[config.mk]
export PLATFORM = sky130hd
export DESIGN_NAME = stream_mux_n
export DESIGN_NICKNAME = d
export VERILOG_FILES = /design/src/rtl/stream_mux_n.sv
export SDC_FILE = /design/constraint.sdc
export NUM_CORES = 1
export LEC_CHECK = 0
export ABC_CLOCK_PERIOD_IN_PS = 5980
export CAP_MARGIN = 10
export CORE_MARGIN = 2
export CORE_UTILIZATION = 35
export DETAILED_ROUTE_END_ITERATION = 8
export GPL_TIMING_DRIVEN = 1
export PLACE_DENSITY = 0.65
export SLEW_MARGIN = 20
export SYNTH_ARGS = -nofsm -noshare
export SYNTH_HDL_FRONTEND = slang
export SYNTH_SLANG_ARGS = --single-unit
[constraint.sdc]
create_clock -name clk -period 5.98 [get_ports clk]
set_input_delay 1.196 -clock clk [delete_from_list [all_inputs] [get_ports clk]]
set_output_delay 1.196 -clock clk [all_outputs]
set_load 0.05 [all_outputs]
[src/rtl/stream_mux_n.sv]
// N-to-1 valid/ready stream multiplexer with a single-entry output register.
// Channel choice is either an explicit index or round-robin after the last accepted channel.
module stream_mux_n #(
    parameter int WIDTH = 16,
    parameter int N     = 8,
    parameter int SW    = $clog2(N)
) (
    input  logic             clk,
    input  logic             rst_n,
    input  logic             mode,
    input  logic [SW-1:0]    sel,
    input  logic [N-1:0]     in_valid,
    input  logic [WIDTH-1:0] in_data [N],
    output logic [N-1:0]     in_ready,
    output logic             out_valid,
    output logic [WIDTH-1:0] out_data,
    output logic [SW-1:0]    out_chan,
    input  logic             out_ready,
    output logic [15:0]      xfer_count
);

    logic             valid_q, valid_d;
    logic [WIDTH-1:0] data_q, data_d;
    logic [SW-1:0]    chan_q, chan_d;
    logic [SW-1:0]    last_q, last_d;
    logic [15:0]      cnt_q, cnt_d;

    logic             load_en;
    logic             accept;
    logic [N-1:0]     grant;
    logic [SW-1:0]    gidx;
    logic [SW:0]      cand;
    logic [SW-1:0]    cand_s;
    logic             found;

    assign load_en = !valid_q || out_ready;

    // One extra bit on the candidate so last+k can be reduced modulo N.
    always_comb begin
        grant  = '0;
        gidx   = '0;
        found  = 1'b0;
        cand   = '0;
        cand_s = '0;
        if (!mode) begin
            for (int i = 0; i < N; i++) begin
                if (sel == SW'(i) && in_valid[i]) begin
                    grant[i] = 1'b1;
                    gidx     = SW'(i);
                end
            end
        end else begin
            for (int k = 1; k <= N; k++) begin
                cand = {1'b0, last_q} + (SW+1)'(k);
                if (cand >= (SW+1)'(N)) begin
                    cand = cand - (SW+1)'(N);
                end
                cand_s = cand[SW-1:0];
                if (!found && in_valid[cand_s]) begin
                    found         = 1'b1;
                    grant[cand_s] = 1'b1;
                    gidx          = cand_s;
                end
            end
        end
    end

    assign accept   = rst_n && load_en && (|grant);
    assign in_ready = (rst_n && load_en) ? grant : '0;

    always_comb begin
        valid_d = valid_q;
        data_d  = data_q;
        chan_d  = chan_q;
        last_d  = last_q;
        cnt_d   = cnt_q;
        if (accept) begin
            valid_d = 1'b1;
            data_d  = in_data[gidx];
            chan_d  = gidx;
            last_d  = gidx;
            cnt_d   = cnt_q + 16'd1;
        end else if (out_ready) begin
            valid_d = 1'b0;
        end
    end

    // last resets to N-1 so that channel 0 wins the first round-robin search.
    always_ff @(posedge clk or negedge rst_n) begin
        if (!rst_n) begin
            valid_q <= 1'b0;
            data_q  <= '0;
            chan_q  <= '0;
            last_q  <= SW'(N - 1);
            cnt_q   <= '0;
        end else begin
            valid_q <= valid_d;
            data_q  <= data_d;
            chan_q  <= chan_d;
            last_q  <= last_d;
            cnt_q   <= cnt_d;
        end
    end

    assign out_valid  = valid_q;
    assign out_data   = data_q;
    assign out_chan   = chan_q;
    assign xfer_count = cnt_q;

endmodule

==> reports/summary.md <==
## STA
* 885 ps — slew at the pin closest to its max-slew limit
* 0 ps — setup total negative slack
* 5800 ps — post-route minimum period
* 0 — Final Setup Violations
* 0 — fin. max-slew vios
* 0 — number of hold violations in the final report
* 5.12 ps — post-route clock skew
* 97.0% — Final period util
* 40.8% — headroom to the max-slew limit
* 172 MHz — achievable frequency
* no — setup repair after global routing missed its margin
* 178 ps — setup slack of the critical path after layout

## Setup path
* output port — Worst setup EP type
* 15 — critical path fanouts, max
* 4780 ps — data required time of the worst path
* 910 ps — register-to-register setup slack
* primary input — crit start category
* 15 — depth of the most critical reg-to-reg path
* primary input to output port — WS Path Type
* out_data[2] — worst reg2reg path endpoint
* 4610 ps — Critical Path AT
* last_q[2] — R2R Path Start

## Power and ir drop
* 0.000357 V — Peak VDD IR
* 12.2% — Seq pwr share
* 2110 µW — Psw
* 1890 µW — Int Pwr
* 574 nW/µm² — Power Dens Cells
* 6.6% — Clk network pwr share
* 81.3% — Comb pwr share
* 52.7% — switching part of the total
* 0.00263 µW — leakage power

## GRT
* 46.0% — M2 GR Usage
* 34.2% — global-route met1 utilization
* 0 — number of antenna violations at the first check in global routing
* 4873 — number of global-route vias before repair
* 26.5% — overall fraction of global-route tracks in use
* 0 — gr ovfl total
* met2 — most crowded layer after global routing
* 51 — pin count of the biggest net entering global routing
* 4.52% — GRT met3 Usage
* 29500 µm — global-route wire length before repair

## Synthesis
* 0 — count of flip-flops with a built-in enable after synthesis
* 70 — Netlist cell types
* 39 — synthesized flop and latch total
* 652 — number of nets in the synthesized netlist
* 502 — gate count after technology mapping
* 20.9% — portion of the post-synthesis area used by sequential elements
* 0 — Syn. warnings
* sky130_fd_sc_hd__dfrtp_1 — most used flip-flop cell after synthesis
* 4690 µm² — Netlist Area Pre-Place
* 9.34 µm² — Synth Area per Inst
* 100% — proportion of register bits with asynchronous set or reset after synthesis

## Worst hold path
* xfer_count[15] — hold path endpoint
* flip-flop to flip-flop — type of the most critical hold path
* 1 — instance count along the most critical hold path
* xfer_count[15] — Worst Min Path Start

## Clocking
* sky130_fd_sc_hd__clkbuf_16 — cell chosen for the clock root
* 0 — Post-CTS Hold Buffers
* 0 — post-CTS sizing
* 2 — Bufs on Longest Clock Path
* 5 — number of buffers added by the clock tree synthesis step
* 280 ps — clock latency of the later-clocked register in the worst-skew pair
* 2 — CTS H-Tree Depth
* 0 — buffers inserted during post-CTS setup optimization
* done — TritonCTS clock tree
* 39 — TritonCTS Sinks
* 60 ps — clock transition at the registers of the reported paths

## Detailed routing
* 564 — drt first-iter violations
* 8 — drt pass-1 iters
* 0 — DR DRC count
* 23.0 µm — average wire length per cell after detail routing
* 19600 µm — post-detailed-routing wire length
* 6.14 — Avg Vias per Cell
* 5217 — vias after detailed routing
* 0 — count of antenna-violating nets left after detailed routing

## Floorplanning
* 120 µm — floorplan die height
* 187 — I/O pin count
* 120 µm — Horiz. Die Dim
* 14300 µm² — Die Footprint
* 42 — total number of placement rows
* 13100 µm² — standard cell core area
* 35.7% — Starting Density

## Final layout
* 823 — final-stage net count
* 0 — total inserted antenna cells
* 48.6% — signed area change from the synthesized netlist to the final layout
* 6970 µm² — post-layout instance area
* 1194 — layout filler cell count
* 19.9% — share of post-route cells with drive strength above 1

## Job
* 0 — max-cap violations

## Placed design
* 225 ps — dpl ws
* 1.01 — global placer's final weighted congestion
* 6820 µm² — post-placement cell area
* 186 — number of port buffers
* 15700 µm — Detail Placement HPWL

## Outcome
* finished clean — result of the run

-- critical path, cell delays in order --
cell,delay [ps]
sky130_fd_sc_hd__clkdlybuf4s50_1,660
sky130_fd_sc_hd__mux4_2,590
sky130_fd_sc_hd__or2_0,360
sky130_fd_sc_hd__nor3b_4,450
sky130_fd_sc_hd__and3_1,300
sky130_fd_sc_hd__nand2_1,100
sky130_fd_sc_hd__a311oi_1,340
sky130_fd_sc_hd__nor2b_1,400
sky130_fd_sc_hd__buf_12,200
-- worst max path at each step --
stage	slack [ps]	endpoint	cells past startpoint	start
after floorplan	310	in_ready[6]	14	last_q[1]
after global placement	280	out_data[9]	13	in_valid[1]
after detailed placement	220	out_data[9]	13	in_valid[1]
after CTS	250	in_ready[7]	9	in_valid[3]
after global routing	50	in_ready[7]	9	in_valid[1]
final	180	in_ready[7]	9	in_valid[3]
-- cell families after synthesis --
family / count (synthesis) / share of synthesized area [%]
mux: 88 / 29.1
flops: 39 / 20.9
compound gates: 120 / 18.7
buf+inv: 56 / 5.44
simple gates: 173 / 20.3
xor+xnor: 19 / 3.71
fa+ha+maj: 7 / 1.87
-- synthesized netlist by cell type, types with 11 or more instances --
cell type	n	area, µm²
sky130_fd_sc_hd__buf_2	12	60.1
sky130_fd_sc_hd__mux4_2	29	653
sky130_fd_sc_hd__nand3_1	25	125
sky130_fd_sc_hd__nor2_1	26	97.6
sky130_fd_sc_hd__a222oi_1	16	160
sky130_fd_sc_hd__o21ai_0	26	130
sky130_fd_sc_hd__o31ai_1	18	135
sky130_fd_sc_hd__nand2_1	30	113
sky130_fd_sc_hd__nor3_1	18	90.1
sky130_fd_sc_hd__xor2_1	16	140
sky130_fd_sc_hd__dfrtp_1	36	901
sky130_fd_sc_hd__a31oi_1	14	87.6
sky130_fd_sc_hd__mux2_2	45	507
sky130_fd_sc_hd__nor2b_1	11	68.8
sky130_fd_sc_hd__clkbuf_1	28	105
sky130_fd_sc_hd__nand4_1	15	93.8
-- layout by cell type, fill, tap and decap left out, types with 10 or more instances in the layout --
master,Yosys,routed
sky130_fd_sc_hd__a21oi_1,10,10
sky130_fd_sc_hd__a222oi_1,16,16
sky130_fd_sc_hd__a31oi_1,14,14
sky130_fd_sc_hd__buf_4,1,27
sky130_fd_sc_hd__clkdlybuf4s50_1,0,177
sky130_fd_sc_hd__dfrtp_1,36,36
sky130_fd_sc_hd__mux2_2,45,45
sky130_fd_sc_hd__mux2i_1,10,10
sky130_fd_sc_hd__mux4_2,29,29
sky130_fd_sc_hd__nand2_1,30,30
sky130_fd_sc_hd__nand3_1,25,25
sky130_fd_sc_hd__nand4_1,15,15
sky130_fd_sc_hd__nor2_1,26,25
sky130_fd_sc_hd__nor2b_1,11,11
sky130_fd_sc_hd__nor3_1,18,18
sky130_fd_sc_hd__o21ai_0,26,26
sky130_fd_sc_hd__o31ai_1,18,18
sky130_fd_sc_hd__xor2_1,16,16
-- cell type report --
class / count / area (µm²) / share of cell area, %
clock inverters: 1 / 5.00 / 0.0718
clock buffers: 7 / 143 / 2.05
multi-input cells: 407 / 3470 / 49.8
inverters: 8 / 30.0 / 0.431
flip-flops and latches: 39 / 980 / 14.1
well taps: 176 / 220 / 3.16
repair buffers: 212 / 2120 / 30.4
-- flip-flops by register name, summed over array words and instances, names as in the netlist --
signal,flops
out_data,16
xfer_count,16
last_q,3
out_chan,3
out_valid,1
-- per-layer routing --
layer,wire length [µm],share of wire (%)
met5,0,0
met4,488,2.5
met3,1740,8.9
met2,9680,49
met1,7650,39
-- through the flow --
step           hold slack, ps  total power, µW  utilization, %  cells
2_1_floorplan             779             2700               -    502
3_3_place_gp              463             3690            51.9    842
3_5_place_dp              463             3690            51.9    842
4_1_cts                   473             3970            53.0    850
5_1_grt                   493             4210            53.0    850
6_report                  473             4000            53.0    850
-- power groups by stage --
stage	clock (µW)	combinational [µW]	sequential (µW)
floorplan	0	1910	787
global placement	0	3210	483
detailed placement	0	3200	490
CTS	269	3210	486
global route	280	3430	501
finish	262	3250	487
Note: power is estimated with default switching activity, not from simulation.
